===== src/rtl/qduc_pkg.sv =====
// Shared definitions for the quadrature DUC: scheduler state encoding and default sample width.
package qduc_pkg;

    typedef enum logic [1:0] {
        ST_IDLE  = 2'd0,
        ST_PRIME = 2'd1,
        ST_RUN   = 2'd2
    } qduc_state_t;

    localparam int QDUC_ISZ = 16;

endpackage


===== src/rtl/sync_fifo.sv =====
// Single-clock FIFO with occupancy output and a synchronous flush.
module sync_fifo #(
    parameter int W     = 32,
    parameter int DEPTH = 8
) (
    input  logic                     clk,
    input  logic                     rst_n,
    input  logic                     i_clr,
    input  logic                     i_push,
    input  logic                     i_pop,
    input  logic [W-1:0]             i_data,
    output logic [W-1:0]             o_data,
    output logic [$clog2(DEPTH):0]   o_level,
    output logic                     o_full,
    output logic                     o_empty
);
    localparam int AW = $clog2(DEPTH);

    logic [W-1:0] r_mem [DEPTH];
    logic [AW:0]  r_wr;
    logic [AW:0]  r_rd;
    logic         w_wr_en;
    logic         w_rd_en;

    assign w_wr_en = i_push && !o_full;
    assign w_rd_en = i_pop && !o_empty;

    // NOTE: the storage array is deliberately left out of reset; the pointers alone decide which entries are valid.
    always_ff @(posedge clk) begin
        if (w_wr_en) begin
            r_mem[r_wr[AW-1:0]] <= i_data;
        end
    end

    always_ff @(posedge clk or negedge rst_n) begin
        if (!rst_n) begin
            r_wr <= '0;
            r_rd <= '0;
        end else if (i_clr) begin
            r_wr <= '0;
            r_rd <= '0;
        end else begin
            if (w_wr_en) r_wr <= r_wr + 1'b1;
            if (w_rd_en) r_rd <= r_rd + 1'b1;
        end
    end

    assign o_level = r_wr - r_rd;
    assign o_full  = (o_level == (AW+1)'(DEPTH));
    assign o_empty = (r_wr == r_rd);
    assign o_data  = r_mem[r_rd[AW-1:0]];

endmodule


===== src/rtl/qduc_sched.sv =====
// Releases buffered I/Q samples to the DUC at one sample per interpolation period,
// with start/stop sequencing, FIFO priming and sticky underflow reporting.
module qduc_sched
    import qduc_pkg::*;
#(
    parameter int ISZ   = QDUC_ISZ,
    parameter int DEPTH = 8,
    parameter int PRIME = 4,
    parameter int RW    = 8
) (
    input  logic                         clk,
    input  logic                         reset,
    input  logic                         enable,
    input  logic [RW-1:0]                ratio,
    input  logic                         s_valid,
    output logic                         s_ready,
    input  logic signed [ISZ-1:0]        s_i,
    input  logic signed [ISZ-1:0]        s_q,
    output logic                         duc_strobe,
    output logic signed [ISZ-1:0]        duc_i,
    output logic signed [ISZ-1:0]        duc_q,
    output logic                         running,
    output logic                         underflow,
    input  logic                         underflow_clr,
    output logic [$clog2(DEPTH):0]       level
);
    localparam int LW = $clog2(DEPTH) + 1;

    qduc_state_t           r_state;
    qduc_state_t           w_state_nxt;
    logic [RW-1:0]         r_cnt;
    logic [RW-1:0]         w_cnt_nxt;
    logic [RW-1:0]         r_ratio;
    logic [RW-1:0]         w_ratio_nxt;
    logic                  r_stop;
    logic                  w_stop_nxt;
    logic                  r_strobe;
    logic signed [ISZ-1:0] r_i;
    logic signed [ISZ-1:0] r_q;
    logic                  r_underflow;
    logic                  w_load;
    logic                  w_pop;
    logic                  w_uflow;
    logic                  w_push;
    logic                  w_flush;
    logic                  w_full;
    logic                  w_empty;
    logic [2*ISZ-1:0]      w_head;
    logic [LW-1:0]         w_level;

    // The output registers are loaded one cycle ahead, so the decision uses the
    // counter value the next cycle will hold; data is then valid with the strobe.
    always_comb begin
        // NOTE: every combinational output gets a default first so no path infers a latch.
        w_state_nxt = r_state;
        w_cnt_nxt   = r_cnt;
        w_ratio_nxt = r_ratio;
        w_stop_nxt  = r_stop;
        w_load      = 1'b0;
        w_pop       = 1'b0;
        w_uflow     = 1'b0;
        case (r_state)
            ST_IDLE: begin
                w_cnt_nxt  = '0;
                w_stop_nxt = 1'b0;
                if (enable) w_state_nxt = ST_PRIME;
            end
            ST_PRIME: begin
                w_stop_nxt = 1'b0;
                if (!enable) begin
                    w_state_nxt = ST_IDLE;
                end else if (w_level >= LW'(PRIME)) begin
                    w_state_nxt = ST_RUN;
                    w_ratio_nxt = ratio;
                    w_cnt_nxt   = '0;
                    w_load      = (ratio == '0);
                end
            end
            ST_RUN: begin
                w_cnt_nxt  = (r_cnt == r_ratio) ? '0 : r_cnt + 1'b1;
                w_stop_nxt = r_stop || !enable;
                w_load     = (w_cnt_nxt == r_ratio);
            end
            default: w_state_nxt = ST_IDLE;
        endcase

        if (w_load) begin
            if (w_stop_nxt) begin
                w_state_nxt = ST_IDLE;
            end else if (w_empty) begin
                w_uflow     = 1'b1;
                w_state_nxt = ST_PRIME;
            end else begin
                w_pop = 1'b1;
            end
        end
    end

    assign w_flush = (w_state_nxt == ST_IDLE);
    assign s_ready = (r_state != ST_IDLE) && !w_full;
    assign w_push  = s_valid && s_ready;

    always_ff @(posedge clk or negedge reset) begin
        if (!reset) begin
            r_state     <= ST_IDLE;
            r_cnt       <= '0;
            r_ratio     <= '0;
            r_stop      <= 1'b0;
            r_strobe    <= 1'b0;
            r_i         <= '0;
            r_q         <= '0;
            r_underflow <= 1'b0;
        end else begin
            r_state  <= w_state_nxt;
            r_cnt    <= w_cnt_nxt;
            r_ratio  <= w_ratio_nxt;
            r_stop   <= w_stop_nxt;
            r_strobe <= w_load;
            if (w_load) begin
                r_i <= w_pop ? w_head[2*ISZ-1:ISZ] : '0;
                r_q <= w_pop ? w_head[ISZ-1:0]     : '0;
            end
            // A new underflow wins over a simultaneous clear.
            r_underflow <= w_uflow || (r_underflow && !underflow_clr);
        end
    end

    sync_fifo #(
        .W     (2*ISZ),
        .DEPTH (DEPTH)
    ) u_fifo (
        .clk     (clk),
        .rst_n   (reset),
        .i_clr   (w_flush),
        .i_push  (w_push),
        .i_pop   (w_pop),
        .i_data  ({s_i, s_q}),
        .o_data  (w_head),
        .o_level (w_level),
        .o_full  (w_full),
        .o_empty (w_empty)
    );

    assign duc_strobe = r_strobe;
    assign duc_i      = r_i;
    assign duc_q      = r_q;
    assign running    = (r_state == ST_RUN);
    assign underflow  = r_underflow;
    assign level      = w_level;

endmodule


===== config.mk =====
export PLATFORM = sky130hd
export DESIGN_NAME = qduc_sched
export DESIGN_NICKNAME = d
export VERILOG_FILES = /design/src/rtl/qduc_pkg.sv /design/src/rtl/sync_fifo.sv /design/src/rtl/qduc_sched.sv
export SDC_FILE = /design/constraint.sdc
export NUM_CORES = 1
export LEC_CHECK = 0
export BUFFER_PORTS_ARGS = -buffer_cell sky130_fd_sc_hd__buf_2
export CAP_MARGIN = 20
export CORE_MARGIN = 4
export CORE_UTILIZATION = 30
export DETAILED_ROUTE_END_ITERATION = 16
export SLEW_MARGIN = 25
export SYNTH_ARGS = -nofsm -noshare
export SYNTH_HDL_FRONTEND = slang
export SYNTH_SLANG_ARGS = --single-unit
export TNS_END_PERCENT = 10

===== constraint.sdc =====
create_clock -name clk -period 6.11 [get_ports clk]
set_clock_uncertainty 0.2 [all_clocks]
set_input_delay 0 -clock clk [delete_from_list [all_inputs] [get_ports clk]]
set_output_delay 0 -clock clk [all_outputs]
set_load 0.01 [all_outputs]

### Word-level counts from Yosys, hierarchy flattened

Memory sizes are Yosys's and may differ from the RTL's.
Index checks and enable logic that the tools add are counted.

* bits in registers: 61
* bits in writable memories: 256
* bits of input ports: 45
* output and inout bits: 40
* memories kept: 1

* add/subtract/negate cells: 4
* order comparisons: 1
* equal/unequal tests: 8
* muxes and demuxes: 29
* reductions and logical operators: 21

Memory list
* u_fifo.r_mem: words 8, bits a word 32, rd ports 1, clocked after memory_dff 0, write ports 1, line sync_fifo.sv:19 `logic [W-1:0] r_mem [DEPTH];`

Operators by type and width (count)
* 16-bit 2-to-1 mux: 2
* 8-bit 2-to-1 mux: 3
* 8-bit case mux with 3 select lines: 1
* 8-bit == test: 2
* 4-bit 2-to-1 mux: 4
* 2-bit 2-to-1 mux: 6
* 1-bit 2-to-1 mux: 10
* 4-bit by 1-bit adder with 4-bit output (second input constant): 2
* 8-bit by 1-bit adder with 8-bit output (second input constant): 1
* 8-bit logical NOT: 1
* 2-bit case mux with 3 select lines: 1
* 3-bit AND reduction: 2
* 2-bit nonzero test: 3
* 1-bit logical AND: 5
* 4-bit == test: 1
* 4-bit == test (second input constant): 1
* 4-bit by 3-bit greater-or-equal comparator with 1-bit output (second input constant): 1
* 1-bit logical NOT: 4
* 2-bit logical NOT: 2
* 2-bit inequality test (second input constant): 2
* 1-bit case mux with 2 select lines: 2
* 4-bit subtractor: 1
* 3-bit nonzero test: 1
* 2-bit by 1-bit == test with 1-bit output (second input constant): 1
* other kinds (3): 4

### Longest topological paths before layout

* depth after elaboration: 10
* depth in mapped cells: 15

### Hierarchy

A second synthesis with hierarchy kept.

* cell total of the unflattened synthesis: 807
* area, all modules: 13210.2 µm²

Modules (own cells, without submodules)
* sync_fifo: times used 1, cells an instance 512, area each 10292.4 µm², seq. area each 7887.6 µm²
* qduc_sched: times used 1, cells an instance 295, area each 2917.8 µm², seq. area each 1326.3 µm²

### Worst setup path before layout

OpenSTA, ideal clock, no wires.

* path kind: register to register
* start point: reg u_fifo.r_rd[1]
* end point: mem u_fifo.r_mem[2][0] (enable)
* data arrival time: 5064 ps
* path slack: 385 ps
* cell stages (with the launch flop): 13
* path buffers: 3
* period minus slack after synthesis: 5725 ps
* path through: dfrtp_1 > buf_1 > buf_1 > inv_1 > ha_1 > nor2b_1 > o21a_1 > or3_1 > a31oi_1 > and2_1 > buf_2 > nand2_1 > nor3_1

* cells in the longest elaborated chain, start to end: 8

RTL lines
* start: declaration: line sync_fifo.sv:21 `logic [AW:0] r_rd;`
* start signal: assignment: line sync_fifo.sv:44 `if (w_rd_en) r_rd <= r_rd + 1'b1;`
* 4-bit subtractor: line sync_fifo.sv:48 `assign o_level = r_wr - r_rd;`
* 4-bit == test: line sync_fifo.sv:49 `assign o_full = (o_level == (AW+1)'(DEPTH));`
* 1-bit logical NOT: line qduc_sched.sv:100 `assign s_ready = (r_state != ST_IDLE) && !w_full;`
* 1-bit logical AND: line qduc_sched.sv:100
* net s_ready: line qduc_sched.sv:16 `output logic s_ready,`
* 1-bit logical AND: line qduc_sched.sv:101 `assign w_push = s_valid && s_ready;`
* 1-bit logical AND: line sync_fifo.sv:25 `assign w_wr_en = i_push && !o_full;`
* 1-bit 2-to-1 mux: line sync_fifo.sv:30 `if (w_wr_en) begin`
* 1-bit 2-to-1 mux (not written as such): line sync_fifo.sv:31 `r_mem[r_wr[AW-1:0]] <= i_data;`
* end: declaration: line sync_fifo.sv:19

The timed path passes the listed nets, and every way through them passes these cells.

### Final worst setup path

* start point: reg u_fifo.r_rd[0]
* end point: reg u_fifo.r_wr[3]

* cells in the longest elaborated chain, start to end: 10

RTL lines
* 4-bit subtractor: line sync_fifo.sv:48
* 4-bit by 3-bit greater-or-equal comparator with 1-bit output: line qduc_sched.sv:72 `end else if (w_level >= LW'(PRIME)) begin`
* 2-bit 2-to-1 mux: line qduc_sched.sv:72
* 2-bit 2-to-1 mux: line qduc_sched.sv:70 `if (!enable) begin`
* 2-bit case mux with 3 select lines: line qduc_sched.sv:62 `case (r_state)`
* 2-bit 2-to-1 mux: line qduc_sched.sv:90 `end else if (w_empty) begin`
* 2-bit 2-to-1 mux: line qduc_sched.sv:88 `if (w_stop_nxt) begin`
* 2-bit 2-to-1 mux: line qduc_sched.sv:87 `if (w_load) begin`
* 2-bit logical NOT: line qduc_sched.sv:99 `assign w_flush = (w_state_nxt == ST_IDLE);`
* 4-bit 2-to-1 mux / 2-bit nonzero test (equally long branches)
* end signal: assignment: line sync_fifo.sv:43 `if (w_wr_en) r_wr <= r_wr + 1'b1;`
* end: declaration: line sync_fifo.sv:20 `logic [AW:0] r_wr;`

Parallel ways exist; a longest one is shown, timed or not.
A chain may end at the register's enable or synchronous reset.

==> impl_metrics.env <==
export IMPL_status="finished, final reports clean"
export IMPL_cts_repair_timing_setup_buffer_count=0
export IMPL_clkTransAtPathRegs_ps=60
export IMPL_cts_resized=0
export IMPL_clk_root_buffer_cell="sky130_fd_sc_hd__clkbuf_16"
export IMPL_drt_total_wl_mm=28.4
export IMPL_die_area_mm2=0.0466
export IMPL_crit_type="register to register"
export IMPL_async_flop_share=0.192
export IMPL_clk_insertion_delay_late_ps=520
export IMPL_drtAntennaViolNets=0
export IMPL_yosys_warnings=0
export IMPL_gp_congestion=0.825
export IMPL_hold_path_class="input pin to async pin"
export IMPL_pin_count_of_the_biggest_net_entering_global_routing=68
export IMPL_cts_tree="yes"
export IMPL_post_route_drc_count=0
export IMPL_grt_setup_unrepaired="false"
export IMPL_synth_enable_flop_cells=256
export IMPL_switching_part_of_the_total=0.260
export IMPL_synth_seq_area_share=0.711
export IMPL_preCtsSetupSlack_ps=1530
export IMPL_clock_path_buffers=3
export IMPL_synth_cells=734
export IMPL_grt_pass1_wl_mm=43.8
export IMPL_layout_worst_path_cycle_share=0.754
export IMPL_syn_cell_area_mm2=0.0130
export IMPL_yosys_area_top_type_share=0.594
export IMPL_timing_slew_headroom=0.313
export IMPL_final_critical_path_setup_slack_ps=1500
export IMPL_synth_top_cells_by_area="sky130_fd_sc_hd__edfxtp_1 59%, sky130_fd_sc_hd__dfrtp_1 12%, sky130_fd_sc_hd__mux4_2 11%"
export IMPL_max_cap_viol_count=0
export IMPL_boundaryPins=85
export IMPL_setup_total_negative_slack_ps=0
export IMPL_min_period_ps=4610
export IMPL_max_freq_mhz=217
export IMPL_critPathMaxFanout=40
export IMPL_grt_total_usage=0.121
export IMPL_reg2regPathDepth=11
export IMPL_cts_htree_levels=2
export IMPL_die_width_um=216
export IMPL_power_clock_fraction=0.371
export IMPL_synth_main_ff_cell="sky130_fd_sc_hd__edfxtp_1"
export IMPL_globalRouteOverflowTotal=0
export IMPL_power_density_mw_per_mm2=345
export IMPL_grt_antenna_before_repair=2
export IMPL_synth_seq_cells=317
export IMPL_synth_largest_area_cell="sky130_fd_sc_hd__edfxtp_1"
export IMPL_pwr_share_comb=0.147
export IMPL_cp_required_ps=6330
export IMPL_cts_sink_count=317
export IMPL_p_total_mw=5.40
export IMPL_mostFrequentLayoutCells="256 x sky130_fd_sc_hd__edfxtp_1, 84 x sky130_fd_sc_hd__buf_2, 64 x sky130_fd_sc_hd__mux4_2"
export IMPL_worst_setup_path_start_kind="register"
export IMPL_total_leakage_power_nw=5.67
export IMPL_yosysUniqueCellTypes=60
export IMPL_starting_density_of_the_core=0.306
export IMPL_setup_violations_final=0
export IMPL_first_global_vias=7169
export IMPL_area_growth_syn_to_layout_pct=20.7
export IMPL_worst_ir_drop_vdd_uv=205
export IMPL_multi_input_comb_area_mm2=0.00356
export IMPL_port_buffers=84
export IMPL_layout_cell_area_non_filler_mm2=0.0156
export IMPL_detailed_place_area_mm2=0.0141
export IMPL_power_internal_mw=3.99
export IMPL_slew_viols_final=0
export IMPL_detailroute_via_count=7002
export IMPL_syn_nets=791
export IMPL_post_route_cells_drive_above_1_share=0.261
export IMPL_tritoncts_num_buffers=34
export IMPL_syn_mean_instance_area_um2=17.6
export IMPL_design_final_nets=933
export IMPL_timing_worst_slew_pin_value_ps=1030
export IMPL_detail_route_first_pass_iterations=7
export IMPL_end_kind="register"
export IMPL_finish_cell_count_without_fillers=1480
export IMPL_core_area_mm2=0.0423
export IMPL_layout_area_seq_mm2=0.00922
export IMPL_dp_cells=1373
export IMPL_timing_critical_path_arrival_ps=4830
export IMPL_n_fill_cell=3909
export IMPL_chipHeight_um=216
export IMPL_drt_iter0_markers=540
export IMPL_post_dp_hpwl_mm=17.0
export IMPL_power_switching_mw=1.40
export IMPL_mostFrequentLayoutCell="sky130_fd_sc_hd__edfxtp_1"
export IMPL_routed_wire_length_per_instance_um=19.2
export IMPL_hold_viol_final=0
export IMPL_viasPerCell=4.73
export IMPL_number_of_placement_rows=75
export IMPL_seq_power_share=0.483
power by group through the flow:
stage	logic [mW]	registers, mW	clock network, mW
2_1_floorplan	0.464	2.65	0
3_3_place_gp	0.776	2.65	0
3_5_place_dp	0.778	2.65	0
4_1_cts	0.806	2.61	2.06
5_1_grt	0.881	2.62	2.15
6_report	0.791	2.61	2.00
registers in the layout, indices dropped and copies added, names as in the netlist:
register and cells:
u_fifo.r_mem 256, duc_i 16, duc_q 16, r_cnt 8, r_ratio 8, u_fifo.r_rd 4, u_fifo.r_wr 4, r_state 2
duc_strobe 1, r_stop 1, underflow 1
worst paths after layout:
kind	startpoint	endpoint	slack, ps
max reg2reg	u_fifo.r_rd[0]$_DFFE_PN0P_	u_fifo.r_wr[3]$_DFFE_PN0P_	1500
max in group asynchronous	reset	u_fifo.r_rd[0]$_DFFE_PN0P_	5040
max	u_fifo.r_rd[0]$_DFFE_PN0P_	u_fifo.r_wr[3]$_DFFE_PN0P_	1500
min in group clk	underflow_clr	underflow$_DFF_PN0_	50
min reg2reg	duc_i[3]$_DFFE_PN0N_	duc_i[3]$_DFFE_PN0N_	270
min	reset	r_state[0]$_DFF_PN0_	4
kinds of logic (layout without fill, tap and decap cells):
kind of cell               Yosys count  in the layout  synth area share
adders and majority gates           12             12            0.0122
DFF                                317            317             0.711
buffers and inverters               54            221            0.0182
other                                0              2                 0
AOI/OAI and AO/OA                   91             91            0.0497
and+or+nand+nor                    136            136            0.0510
xor gates and xnor gates            20             20            0.0146
muxes                              104            104             0.143
critical path: stages, from the launching register on:
cell and delay, ps:
sky130_fd_sc_hd__dfrtp_4 680, sky130_fd_sc_hd__ha_1 320, sky130_fd_sc_hd__fa_1 420, sky130_fd_sc_hd__nand2b_1 180, sky130_fd_sc_hd__o31a_1 250, sky130_fd_sc_hd__nor3_1 260, sky130_fd_sc_hd__or3_1 470, sky130_fd_sc_hd__nand4b_1 190
sky130_fd_sc_hd__o31a_2 600, sky130_fd_sc_hd__buf_4 490, sky130_fd_sc_hd__nor2_1 160, sky130_fd_sc_hd__a211oi_1 280
layer usage:
layer / global-route usage / wire, um / share of wire
met5: 0 / 13 / 0.00046
met4: 0.0292 / 460 / 0.016
met3: 0.0232 / 1220 / 0.043
met2: 0.192 / 13500 / 0.48
met1: 0.173 / 13200 / 0.46
through the flow:
step / util / hold WS [ps]
2_1_floorplan: - / -496
5_1_grt: 0.369 / 46.6
3_3_place_gp: 0.333 / 59.6
4_1_cts: 0.369 / 26.4
3_5_place_dp: 0.333 / 28.0
6_report: 0.369 / 3.82
repair_timing:
item / CTS / global route
hold endpoints to repair: 334 / 0
hold buffers: 44 / 0
endpoints found under the setup margin: 0 / 0
cell usage after synthesis (3+ instances only):
cell type,number
sky130_fd_sc_hd__a211oi_1,3
sky130_fd_sc_hd__a21oi_1,5
sky130_fd_sc_hd__a31oi_1,3
sky130_fd_sc_hd__and3_1,3
sky130_fd_sc_hd__and4_1,3
sky130_fd_sc_hd__buf_1,6
sky130_fd_sc_hd__buf_2,10
sky130_fd_sc_hd__clkbuf_1,18
sky130_fd_sc_hd__dfrtp_1,61
sky130_fd_sc_hd__edfxtp_1,256
sky130_fd_sc_hd__ha_1,11
sky130_fd_sc_hd__inv_1,15
sky130_fd_sc_hd__mux2_2,8
sky130_fd_sc_hd__mux2i_1,32
sky130_fd_sc_hd__mux4_2,64
sky130_fd_sc_hd__nand2_1,51
sky130_fd_sc_hd__nand2b_1,4
sky130_fd_sc_hd__nand3_1,7
sky130_fd_sc_hd__nand4_1,6
sky130_fd_sc_hd__nor2_1,29
sky130_fd_sc_hd__nor3_1,13
sky130_fd_sc_hd__o211ai_1,4
sky130_fd_sc_hd__o21ai_0,20
sky130_fd_sc_hd__o31ai_1,35
sky130_fd_sc_hd__or3_1,4
sky130_fd_sc_hd__xnor2_1,8
sky130_fd_sc_hd__xor2_1,11
area by class of cell:
cell class,instances,share of cell area
Clock buffer,41,0.0575
Inverter,17,0.00416
Multi-Input combinational cell,363,0.228
Sequential cell,317,0.590
Tap cell,577,0.0462
Timing Repair Buffer,143,0.0623
Clock inverter,20,0.0119
Antenna cell,2,0.000320
Power figures use the tool's default switching activity.
